--- src/rtl/truth_scan_defs.sv ---
// rtl/truth_scan_defs.sv - shared state encodings and widths for the truth table scanner
package truth_scan_defs;

  localparam int CODE_W  = 4;
  localparam int TABLE_W = 16;

  typedef enum logic [1:0] {
    ST_IDLE   = 2'd0,
    ST_SETTLE = 2'd1,
    ST_SAMPLE = 2'd2,
    ST_DONE   = 2'd3
  } scan_state_t;

endpackage

--- src/rtl/scan_settle_timer.sv ---
// rtl/scan_settle_timer.sv - loadable 4-bit down-counter timing how long each code is held
module scan_settle_timer
  import truth_scan_defs::*;
(
  input  logic              clk,
  input  logic              nrst,
  input  logic              load,
  input  logic [CODE_W-1:0] load_val,
  input  logic              dec,
  output logic              zero
);

  logic [CODE_W-1:0] count;

  always_ff @(posedge clk or negedge nrst) begin
    if (!nrst) begin
      count <= '0;
    end else if (load) begin
      count <= load_val;
    end else if (dec && (count != '0)) begin
      count <= count - 1'b1;
    end
  end

  assign zero = (count == '0);

endmodule

--- src/rtl/truth_table_scanner.sv ---
// rtl/truth_table_scanner.sv - walks a 4-input function stage through all 16 codes and
// assembles its truth table and popcount
module truth_table_scanner
  import truth_scan_defs::*;
#(
  parameter int SETTLE_CYCLES = 1
) (
  input  logic               clk,
  input  logic               nrst,
  input  logic               start,
  input  logic               abort,
  input  logic               f_in,
  output logic [CODE_W-1:0]  abcd,
  output logic               en,
  output logic               busy,
  output logic               done,
  output logic [TABLE_W-1:0] truth_table,
  output logic [4:0]         ones_count,
  output logic               table_valid
);

  if (SETTLE_CYCLES < 1 || SETTLE_CYCLES > 15) begin : g_bad_settle
    $error("SETTLE_CYCLES must be in 1..15");
  end

  localparam logic [CODE_W-1:0] SETTLE_RELOAD = CODE_W'(SETTLE_CYCLES - 1);

  scan_state_t       state, state_next;
  logic [CODE_W-1:0] code;
  logic              tmr_load, tmr_dec, tmr_zero;
  logic              do_clear, do_capture, do_advance, do_finish, do_abort;

  scan_settle_timer u_timer (
    .clk      (clk),
    .nrst     (nrst),
    .load     (tmr_load),
    .load_val (SETTLE_RELOAD),
    .dec      (tmr_dec),
    .zero     (tmr_zero)
  );

  always_ff @(posedge clk or negedge nrst) begin
    if (!nrst) state <= ST_IDLE;
    else       state <= state_next;
  end

  always_comb begin
    state_next = state;
    tmr_load   = 1'b0;
    tmr_dec    = 1'b0;
    do_clear   = 1'b0;
    do_capture = 1'b0;
    do_advance = 1'b0;
    do_finish  = 1'b0;
    do_abort   = 1'b0;
    case (state)
      ST_IDLE: begin
        if (start) begin
          state_next = ST_SETTLE;
          tmr_load   = 1'b1;
          do_clear   = 1'b1;
        end
      end
      ST_SETTLE: begin
        if (abort) begin
          state_next = ST_IDLE;
          do_abort   = 1'b1;
        end else if (tmr_zero) begin
          state_next = ST_SAMPLE;
        end else begin
          tmr_dec = 1'b1;
        end
      end
      ST_SAMPLE: begin
        // abort wins over the capture, so the in-flight bit is never written
        if (abort) begin
          state_next = ST_IDLE;
          do_abort   = 1'b1;
        end else begin
          do_capture = 1'b1;
          if (code == CODE_W'(TABLE_W - 1)) begin
            state_next = ST_DONE;
            do_finish  = 1'b1;
          end else begin
            state_next = ST_SETTLE;
            tmr_load   = 1'b1;
            do_advance = 1'b1;
          end
        end
      end
      default: state_next = ST_IDLE;
    endcase
  end

  always_ff @(posedge clk or negedge nrst) begin
    if (!nrst) begin
      code        <= '0;
      truth_table <= '0;
      ones_count  <= '0;
      table_valid <= 1'b0;
    end else begin
      if (do_clear) begin
        code        <= '0;
        truth_table <= '0;
        ones_count  <= '0;
        table_valid <= 1'b0;
      end
      if (do_capture) begin
        truth_table[code] <= f_in;
        ones_count        <= ones_count + {4'b0000, f_in};
      end
      if (do_advance) code <= code + 1'b1;
      if (do_finish) begin
        code        <= '0;
        table_valid <= 1'b1;
      end
      if (do_abort) begin
        code        <= '0;
        table_valid <= 1'b0;
      end
    end
  end

  assign abcd = code;
  assign busy = (state == ST_SETTLE) || (state == ST_SAMPLE);
  assign en   = busy;
  assign done = (state == ST_DONE);

endmodule

--- config.mk ---
export PLATFORM = sky130hd
export DESIGN_NAME = truth_table_scanner
export DESIGN_NICKNAME = d
export VERILOG_FILES = /design/src/rtl/truth_scan_defs.sv /design/src/rtl/scan_settle_timer.sv /design/src/rtl/truth_table_scanner.sv
export SDC_FILE = /design/constraint.sdc
export NUM_CORES = 1
export LEC_CHECK = 0
export ABC_AREA = 0
export CAP_MARGIN = 20
export CORE_MARGIN = 5
export CORE_UTILIZATION = 46
export CTS_CLUSTER_SIZE = 24
export DETAILED_ROUTE_END_ITERATION = 8
export GPL_TIMING_DRIVEN = 0
export PLACE_DENSITY_LB_ADDON = 0.12
export SLEW_MARGIN = 20
export SYNTH_ARGS = -nofsm -noshare
export SYNTH_HDL_FRONTEND = slang
export SYNTH_HIERARCHICAL = 1
export SYNTH_SLANG_ARGS = --single-unit
--- constraint.sdc ---
create_clock -name clk -period 1.85 [get_ports clk]
set_input_delay 0.37 -clock clk [delete_from_list [all_inputs] [get_ports clk]]
set_output_delay 0.37 -clock clk [all_outputs]
set_load 0.05 [all_outputs]
Yosys cells after proc, flatten, opt, wreduce, memory -nomap -nowiden --
Index checks and enable logic that the tools add are counted.
Storage, ports and cells: bits in registers 32, bits of input ports 5, output and inout bits 29
Operators by class: add/sub/neg operators 3, order comparisons 2, equal/unequal tests 6, multiplexer cells 38, reduce and logical (&&, ||, !) cells 12
Operators with widths (count):
- $mux W16 | 2
- $mux W4 | 6
- $mux W1 | 19
- $bwmux W16 | 1
- $mux W2 | 5
- $mux W5 | 2
- $reduce_bool A4 Y1 | 2
- $pmux W2 S3 | 1
- $add A5 B1 Y5 | 1
- $lt A4 B5 Y1 const B | 1
- $add A4 B1 Y4 const B | 1
- $demux W1 S4 | 1
- $eq A2 B2 Y1 const B | 2
- $eq A4 B4 Y1 const B | 1
- $ge A4 B1 Y1 const B | 1
- $logic_not A4 Y1 | 1
- $reduce_bool A2 Y1 | 2
- $sub A4 B1 Y4 const B | 1
- $ne A3 B3 Y1 const B | 1
- $reduce_bool A3 Y1 | 1
- $eq A2 B1 Y1 const B | 1
- $logic_and A1 B1 Y1 | 2
- $logic_not A2 Y1 | 1
- $ne A2 B2 Y1 const B | 1
- 4 further kinds | 4

Longest topological paths before layout --
word-level depth 7, depth in mapped cells 9, gate-level depth less buffers 7

By module --
Netlist, hierarchy kept.
Modules (own cells, without submodules):
- truth_table_scanner | times used 1, cells each 140, area each 1521.5 µm², seq. area each 700.7 µm²
- scan_settle_timer | times used 1, cells each 27, area each 270.3 µm², seq. area each 100.1 µm²

Worst setup path after synthesis --
Ideal clock, no wire load.
path kind register to register, start register code[0] (netlist: abcd[0]), end register u_timer.count[1], library setup time 0.080 ns, arrival 2.041 ns, setup slack -0.271 ns, stages on the path, launching flop included 8, period minus slack after synthesis 2.121 ns, path through dfrtp_1 -> ha_1 -> nand3_1 -> nand2_1 -> nand2_1 -> buf_6 -> or4_1 -> o211ai_2
Between the ends: cells in the longest elaborated chain, start to end 5, elaborated cells between the ends (all ways) 6, those cells by class 1 x eq/ne; 4 x mux; 1 x reduce/logical
RTL lines:
- start, declared | RTL line truth_table_scanner.sv:29 | logic [CODE_W-1:0] code;
- start signal, assigned | RTL line truth_table_scanner.sv:112 | if (do_advance) code <= code + 1'b1;
- $eq A4 B4 Y1 (*) | RTL line truth_table_scanner.sv:81 | if (code == CODE_W'(TABLE_W - 1)) begin
- $mux W1 (*) | RTL line truth_table_scanner.sv:81
- $mux W1 (*) | RTL line truth_table_scanner.sv:76 | if (abort) begin
- $pmux W1 S2 (*) | RTL line truth_table_scanner.sv:56 | case (state)
- via tmr_load | RTL line truth_table_scanner.sv:30 | logic tmr_load, tmr_dec, tmr_zero;
- $mux W4 / $reduce_bool A2 Y1 (equally long branches)
- end signal, assigned | RTL line scan_settle_timer.sv:19 | count <= load_val;
- end signal, assigned | RTL line scan_settle_timer.sv:21 | count <= count - 1'b1;
- end, declared | RTL line scan_settle_timer.sv:13 | logic [CODE_W-1:0] count;
Mark *: on every way through the listed nets, which the timed path passes. The rest lies on a longest branch. A chain may end at the register's enable or synchronous reset.

Worst setup path after layout --
start register u_timer.count[1], end register u_timer.count[3]
Between the ends: cells in the longest elaborated chain, start to end 6, elaborated cells between the ends (all ways) 10, those cells by class 1 x add/sub; 5 x mux; 4 x reduce/logical
RTL lines:
- $logic_not A4 Y1 | RTL line scan_settle_timer.sv:25 | assign zero = (count == '0);
- via tmr_zero | RTL line truth_table_scanner.sv:30
- $mux W1 | RTL line truth_table_scanner.sv:68 | end else if (tmr_zero) begin
- $mux W1 | RTL line truth_table_scanner.sv:65 | if (abort) begin
- $mux W1 | RTL line truth_table_scanner.sv:56
- via tmr_dec | RTL line truth_table_scanner.sv:30
- $logic_and A1 B1 Y1 | RTL line scan_settle_timer.sv:20 | end else if (dec && (count != '0)) begin
- $reduce_bool A2 Y1 (no line)
The timed path passes the listed nets, and every way through them passes these cells. The select of a mux whose other input is x is not followed.

==> results.toml <==
[run_status]
status = "complete, but fails checks"
violations = "setup timing"

[final_layout]
regArea_sq_um = 807.0
fillers = 293
synthToLayoutAreaGrowth_pct = 39.25
multi_input_area_sq_um = 970.9
num_antenna_cells = 0
drive_gt1_frac = 0.2655
nets = 241

[synth]
yosysMostFrequentCell = "dfrtp_1"
avgSynthCellArea_sq_um = 10.73
netlist_top_cells_count = "dfrtp_1, ha_1, nand2_1"
ys_warn_count = 6
synth_top_cells_by_area = "dfrtp_1, ha_1, o211ai_1, o31ai_1, nand2_1"
synthMuxAreaShare = 0.01676
synth-seq-area-share = 0.4469
synthFlopType = "dfrtp_1"
synth-edff-count = 0
synth_top_cell_by_area = "dfrtp_1"
syn_area_sq_mm = 0.001792
synth_top_family_by_area = "compound AO/OA/AOI/OAI gates"
synth_top_area_share = 0.4469
synth_xor_area_frac = 0.01466
postSynthCellCount = 167
synthAdderAreaFrac = 0.07682
synthDistinctLibCells = 48
synth_compound_area_frac = 0.2081
async_flop_share = 1.000
synthSimpleGateAreaFrac = 0.1781
synth-seq-cells = 32

[clock_tree]
clk_latency_ns = 0.29
cts_root_buffer = "clkbuf_8"
cts.path.max_buffers = 2
ctsHtreeMaxLevel = 2
cts_tree = "done"
cts_buffers = 5
clkTransAtPathRegs_ns = 0.07
cts-hold-fix-buffers = 0
cts_sinks = 32

[global_route]
grt_max_degree = 33
grt-ovfl-total = 0
grt_first_pass_wirelength_um = 7224
grt_pass1_vias = 1498
antenna_found_initial = 0
track_usage = 0.1790

[floorplanning]
num_rows = 22
initial_utilization = 0.4822
die_area_sq_mm = 0.005243
design.core.area_sq_mm = 0.003716
fp.dieW_um = 72.41
die_y_um = 72.41
io-pin-count = 34

[worst_setup_path]
worstPathRequired_ns = 2.01
arrival_ns = 2.02
end_kind = "flop"
crit_family = "simple AND/OR/NAND/NOR gates"
cpMostUsedCell = "nor3b_4"
slowest_stage = "dfrtp_1"
worstSetupStartpointType = "flop"
path_max_fanout = 8
worst-path-buf-inv = 1
cpPeakStageDelay_ns = 0.34
crit_type = "reg2reg"
cp_cell_sequence = "inv_1, ha_2, nor3b_4, nor3b_4, nor4b_4, nor3b_2, a221o_1"

[power]
p_seq_frac = 0.356
power.switching_w = 0.0008744
ir_drop_uv = 851.3
clkPwrFrac = 0.237
p_int_w = 0.001482
total_power_w = 0.002357
leakage_nw = 1.383
swShare = 0.3711
power_density_mw_per_mm2 = 944.6
combPwrFrac = 0.407

[drt]
drtIter0Drc = 102
route.detailed.drc = 0
ant_nets = 0
vias = 1578
viasPerCell = 5.759
wirelength_um = 4552
wl_per_cell_um = 16.61
firstDrtPassIters = 4

[timing]
rsz0062_at_grt = "true"
drv_slew = 0
min_period_ns = 1.862
worstMarginPinSlew_ns = 0.7201
hold_slack_ns = 0.1382
fmax_ghz = 0.5370
fin_ws_ns = -0.01225
final-hold-violation-count = 0
final.setup.tns_ns = -0.01225
relSlewSlack = 0.5199
clock_skew_ns = 0.004977
setup_viol = 1
period_share = 1.007

[flow_run]
drv_cap = 0

[placed_design]
io_buffers = 33
hpwl_um = 3078
globalplace.congestion = 0.8179

[min_path]
hold_path.class = "in2async"
## area by class of cell
class,count,share of cell area
clock buffer,6,0.03310
sequential,32,0.3235
tap,48,0.02407
inverter,8,0.01204
clock inverter,2,0.004012
timing repair buffer,49,0.1846
buffer,11,0.02959
multi-input combinational,118,0.3892
## routing by layer
layer,vias up,global-route usage,routed length [um]
li1,741,-,-
met1,791,0.2262,1885
met2,39,0.2952,2372
met3,7,0.05263,232
met4,0,0.05533,62
met5,-,0,0
## power groups by stage
stage               Sequential [W]  Clock, W  Combinational (W)
floorplan                 0.000864         0           0.000535
global placement          0.000849         0           0.000718
detailed placement        0.000854         0           0.000749
CTS                       0.000836  0.000573           0.000915
global route              0.000847  0.000608            0.00103
finish                    0.000838  0.000559           0.000960
## sequential cells by signal, summed over array words and instances (netlist names)
name	count
truth_table	16
ones_count	5
abcd	4
u_timer/count	4
state	2
table_valid	1
## what timing repair did
item	in CTS	in global routing
buffers inserted	11	5
endpoints found under the hold margin	0	0
gates resized for setup	38	17
pin swaps	4	4
setup endpoints to repair	13	19
## metrics by stage
step | instances | cell area [sq um] | util | worst slack (ns)
floorplan | 170 | 1834 | - | 0.0006423
global route | 274 | 2495 | 0.6714 | -0.1079
CTS | 270 | 2425 | 0.6525 | -0.01026
global placement | 251 | 2225 | 0.5987 | -0.3878
finish | 274 | 2495 | 0.6714 | -0.01225
detailed placement | 251 | 2220 | 0.5973 | -0.4395
## kinds of logic (layout without fill, tap and decap cells)
| kind of cell | after synthesis | count (layout) |
|---|---|---|
| adders and majority gates | 11 | 11 |
| xor gates and xnor gates | 3 | 3 |
| AOI/OAI and AO/OA | 48 | 48 |
| buffers and inverters | 20 | 76 |
| muxes | 3 | 3 |
| other | 1 | 4 |
| and+or+nand+nor | 49 | 49 |
| DFF | 32 | 32 |
## cell usage in the layout, fill, tap and decap left out, types with 5 or more instances in the layout
cell type / instances
nand3_1: 6
ha_1: 7
nand2_1: 8
buf_4: 18
o211ai_1: 9
o21ai_0: 5
nand3b_1: 5
inv_1: 5
dfrtp_2: 5
dlygate4sd2_1: 8
dlymetal6s2s_1: 15
dfrtp_1: 27
o31ai_1: 8
buf_2: 6
clkdlybuf4s50_1: 6
clkbuf_8: 7
## worst paths after layout
check | slack, ns | end | cells past startpoint | start
worst max-delay path | -0.01 | u_timer/count[3]$_DFFE_PN0P_ | 7 | u_timer/count[1]$_DFFE_PN0P_
worst min-delay path | 0.14 | truth_table[4]$_DFF_PN0_ | 1 | nrst
worst max register to register | -0.01 | u_timer/count[3]$_DFFE_PN0P_ | 7 | u_timer/count[1]$_DFFE_PN0P_
worst min register to register | 0.52 | truth_table[6]$_DFF_PN0_ | 2 | truth_table[6]$_DFF_PN0_
max in group asynchronous | 1.21 | abcd[1]$_DFFE_PN0P_ | 1 | nrst
min in group clk | 0.52 | truth_table[6]$_DFF_PN0_ | 2 | truth_table[6]$_DFF_PN0_
Power figures use the tool's default switching activity.
==> patch 1 (same flow settings) <==
Make the reset (`nrst`) synchronous in 3 clocked blocks.
--- a/src/rtl/scan_settle_timer.sv
+++ b/src/rtl/scan_settle_timer.sv
@@ -13,5 +13,5 @@
   logic [CODE_W-1:0] count;
 
-  always_ff @(posedge clk or negedge nrst) begin
+  always_ff @(posedge clk) begin
     if (!nrst) begin
       count <= '0;
--- a/src/rtl/truth_table_scanner.sv
+++ b/src/rtl/truth_table_scanner.sv
@@ -40,5 +40,5 @@
   );
 
-  always_ff @(posedge clk or negedge nrst) begin
+  always_ff @(posedge clk) begin
     if (!nrst) state <= ST_IDLE;
     else       state <= state_next;
@@ -93,5 +93,5 @@
   end
 
-  always_ff @(posedge clk or negedge nrst) begin
+  always_ff @(posedge clk) begin
     if (!nrst) begin
       code        <= '0;
Function: differs if nrst is asserted again (counterexample within 4 cycles, from zero or initial values and one cycle with nrst low); with nrst held inactive, the same outputs for 10 cycles.
==> patch 1 against the original RTL <==
Setup slack improved by 0.062 ns; sequential cell count unchanged; synthesized area grew 2.6%; global-route usage grew 0.51 points; power fell by 27%; design area shrank 3.3%; wire length up 2.6%; critical path depth down 6; critical endpoint is now table_valid.
==> patch 1: results (changes against the original RTL) <==
logic_synthesis:
  muxShareOfSynthArea_pct: 2.178  # +0.50 points
  synth_top_flop_cell: "dfxtp_1"
  async_flop_share_pct: 0  # -100 points
  synth_common_cells: "dfxtp_1, a21boi_1, nand4_1"
  synthAdderAreaFrac_pct: 8.169  # +0.49 points
  syn_inst: 204  # +22%
  synth_compound_area_share_pct: 24.10  # +3.3 points
  synth_xor_area_share_pct: 0  # -1.5 points
  ys_types: 45  # -6.3%
  netlist_top_cells_area: "dfxtp_1, ha_1, a21boi_1"
  seq_area_frac_synth_pct: 34.85  # -9.8 points
critical_path:
  slowest_stage: "clkdlybuf4s50_1"
  cp.arrival_ns: 1.43  # -0.59 ns
  crit_path_max_fanout: 2  # -6
  reg2reg_slack_ns: 0.08  # +0.09 ns
  crit_start: "table_valid"
  max_stage_delay_ns: 0.81  # +0.47 ns
  endpoint: "table_valid"
  cpLargestDelayFamily: "buffers and inverters"
  r2r-start: "u_timer/count[1]"
  reg2regPathDepth: 9  # +2
  r2r-end: "state[0]"
sta:
  clock_skew_ns: 0.008748  # +0.003771 ns
  holdWs_ns: 0.4682  # +0.3300 ns
  slew_headroom_pct: 65.11  # +13 points
  min_period_over_period_pct: 97.29  # -3.4 points
cells_and_area:
  area_growth_pct: 31.31
  reg_top3: "truth_table (16), ones_count (5)"
  final_net_count: 269  # +12%
  layout-drive-gt1-share_pct: 20.80  # -5.7 points
  num-fill-cells: 385  # +31%
grt:
  grt_pass1_vias: 1619  # +8.1%
  grt_max_degree: 13  # -61%
  globalRouteTotalUtil_pct: 18.42  # +0.51 points
  grt_first_pass_wirelength_mm: 7.659  # +6.0%
place:
  placed_cells_incl_taps: 290  # +16%
  preCtsSetupSlack_ns: -0.3555  # +0.08401 ns
  dp_hpwl_mm: 3.273  # +6.3%
  gp_congestion: 0.8506  # +4.0%
  port-buffer-count: 33  # unchanged
  place_area_sq_mm: 0.002251  # +1.4%
cts:
  cts_resized: 26  # -32%
  htree_levels: 2  # unchanged
  cts_buffers: 5  # unchanged
  post_cts_buffers: 2  # -9
power:
  vdd_drop_max_mv: 0.4537  # -47%
  power_switching_uw: 555.7  # -36%
  p_leak_uw: 0.001006  # -27%
detailed_routing:
  drt-total-wl_mm: 4.669  # +2.6%
  drt-vias-per-instance: 5.603  # -2.7%
  routedWlPerCell_um: 15.56  # -6.3%
  drt_iter0_markers: 130  # +27%
outcome:
  status: "complete, no violations"
min_path:
  min-delay-start: "truth_table[15]"
  hp-class: "reg2reg"
  holdPathStages: 2
[patch 1: layout make-up]
class	instances	area (sq um)	area share [%]
multi-input combinational	149	1110	45.98
sequential	32	651.9	27.01
timing repair buffer	38	367.9	15.24
buffer	15	101.3	4.199
clock buffer	5	68.82	2.851
tap	50	62.56	2.592
inverter	11	51.30	2.125
[patch 1: per-layer routing]
metal / GRT usage, % / vias to the layer above / wire length, um
li1: - / 838 / -
met1: 25.59 / 795 / 2297
met2: 27.71 / 42 / 2113
met4: 5.943 / 0 / 51
met5: 0 / - / 0
met3: 4.683 / 6 / 206
[patch 1: power groups by stage]
stage,registers (uW),clock network [uW],logic (uW)
after floorplan,754,0,311
after CTS,745,494,443
after global placement,754,0,409
final,752,479,485
after detailed placement,755,0,413
after global routing,756,518,526
[patch 1: worst min-delay path, delay by kind of cell, from the launching register on]
family / cells / cell delay [ns]
DFF: 1 / 0.31
AOI/OAI and AO/OA: 1 / 0.06
and+or+nand+nor: 1 / 0.06
==> patch 2 (same flow settings) <==
Made on the original files. Set the package constant `CODE_W` to 6 (it was 4).
--- a/src/rtl/truth_scan_defs.sv
+++ b/src/rtl/truth_scan_defs.sv
@@ -2,5 +2,5 @@
 package truth_scan_defs;
 
-  localparam int CODE_W  = 4;
+  localparam int CODE_W  = 6;
   localparam int TABLE_W = 16;
 
Ports: changed (resized abcd); port bits go from 34 to 36. No check against the original RTL was run, so the function may have changed too.
==> patch 2 against the original RTL <==
The run still ends with negative setup slack left; wire length grew 11%; clock skew grew 0.0031 ns; sequential power grew 21%; sequential cell count grew 4; design area grew 17%; via count grew 16%; critical path depth grew 1; combinational power grew 90%; synthesized area grew 17%; power grew 44%; setup slack lost 0.23 ns; highest routed layer unchanged.
==> patch 2: results (changes against the original RTL) <==
critical_path:
  cp.arrival_ns: 2.30  # +0.28 ns
  reg2regPathDepth: 8  # +1
  crit_path_max_fanout: 4  # -4
  r2r-start: "u_timer/count[0]"
  max_stage_delay_ns: 0.42  # +0.08 ns
grt:
  grt_pass1_vias: 1769  # +18%
  grt_first_pass_wirelength_mm: 8.424  # +17%
  grt_max_degree: 21  # -36%
power:
  vdd_drop_max_mv: 0.7601  # -11%
sta:
  setup-violations-final: 2  # +1
  worst_pin_slew_ns: 0.5077  # -0.2124 ns
  clock_skew_ns: 0.008057  # +0.003080 ns
  fin_ws_ns: -0.2400  # -0.2278 ns
  holdWs_ns: 0.01977  # -0.1184 ns
logic_synthesis:
  synth_compound_area_share_pct: 22.57  # +1.8 points
  synth_common_cells: "dfrtp_1, nand2_1, a21oi_1"
  muxShareOfSynthArea_pct: 0  # -1.7 points
  netlist_top_cells_area: "dfrtp_1, ha_1, nand2_1"
  synth_top_area_share_pct: 42.88  # -1.8 points
  seq_area_frac_synth_pct: 42.88  # -1.8 points
place:
  port-buffer-count: 35  # +6.1%
  dp_hpwl_mm: 3.303  # +7.3%
  gp_congestion: 0.7903  # -3.4%
outcome:
  status: "finished with violations"
  violations: "negative setup slack"
cells_and_area:
  layout-drive-gt1-share_pct: 29.58  # +3.0 points
  final_net_count: 300  # +24%
detailed_routing:
  drt-total-wl_mm: 5.039  # +11%
  drt_iter0_markers: 164  # +61%
-- patch 2: cell count changes in the layout (fill, tap and decap cells not counted), moves of 6 or more --
cell | before | now
a21oi_1 | 2 | 17
o31ai_1 | 8 | 2
clkdlybuf4s50_1 | 6 | 12
o21ai_0 | 5 | 11
dlymetal6s2s_1 | 15 | 6
buf_4 | 18 | 27
a31o_1 | 0 | 11
nand2_1 | 8 | 27
-- patch 2: worst min path at each step --
stage	end	cells after the start
floorplan	abcd[0]	0
global placement	table_valid	1
detailed placement	u_timer/count[1]	1
CTS	u_timer/count[1]	1
global route	u_timer/count[1]	1
finish	u_timer/count[3]	1
-- patch 2: cells by family (layout without fill, tap and decap cells) --
group,Yosys count,count (layout)
flops,36,36
xor+xnor,2,2
fa+ha+maj,12,12
other cells,1,6
buf+inv,23,90
compound gates,68,68
simple gates,70,70
-- patch 2: what timing repair did --
action | 4_1_cts | 5_1_grt
endpoints found under the setup margin | 21 | 13
gates resized for setup | 36 | 17
buffers inserted | 16 | 10
pin swaps | 3 | 9
-- patch 2: per-layer routing --
metal | wire (um) | GRT usage (%) | vias to the layer above | part of all wire, %
li1 | - | - | 890 | -
met1 | 2396 | 22.25 | 892 | 48
met2 | 2402 | 27.21 | 43 | 48
met3 | 190 | 3.588 | 5 | 3.8
met4 | 48 | 5.670 | 0 | 0.95
met5 | 0 | 0 | - | 0
-- patch 2: report_power, final --
part,internal [uW],switching (uW)
Clock,304,271
Sequential,914,96.9
Combinational,759,1060
-- patch 2: worst reg2reg max path: stages, from the launching register on --
cell and delay [ns]:
dfrtp_1 0.38, inv_2 0.08, ha_4 0.17, nand2b_4 0.09
nor2_4 0.05, nor3b_4 0.21, or3b_4 0.42, or4_4 0.42
o211ai_1 0.18
-- patch 2: final cells by class --
| cell class | count | area, sq um |
|---|---|---|
| fill | 368 | 1455 |
| multi-input combinational | 158 | 1166 |
| sequential | 36 | 905.9 |
| timing repair buffer | 60 | 549.3 |
| buffer | 13 | 118.9 |
| clock buffer | 8 | 90.09 |
| tap | 52 | 65.06 |
| inverter | 9 | 33.78 |
-- patch 2: stage by stage --
step	setup TNS [ns]	setup WS, ns	std cells	area, sq um
2_1_floorplan	-0.8152	-0.3178	217	2163
3_3_place_gp	-23.88	-0.7623	304	2579
3_5_place_dp	-5.822	-0.7585	305	2601
4_1_cts	-0.3165	-0.1754	328	2821
5_1_grt	-0.6536	-0.3274	336	2929
6_report	-0.4140	-0.2400	336	2929
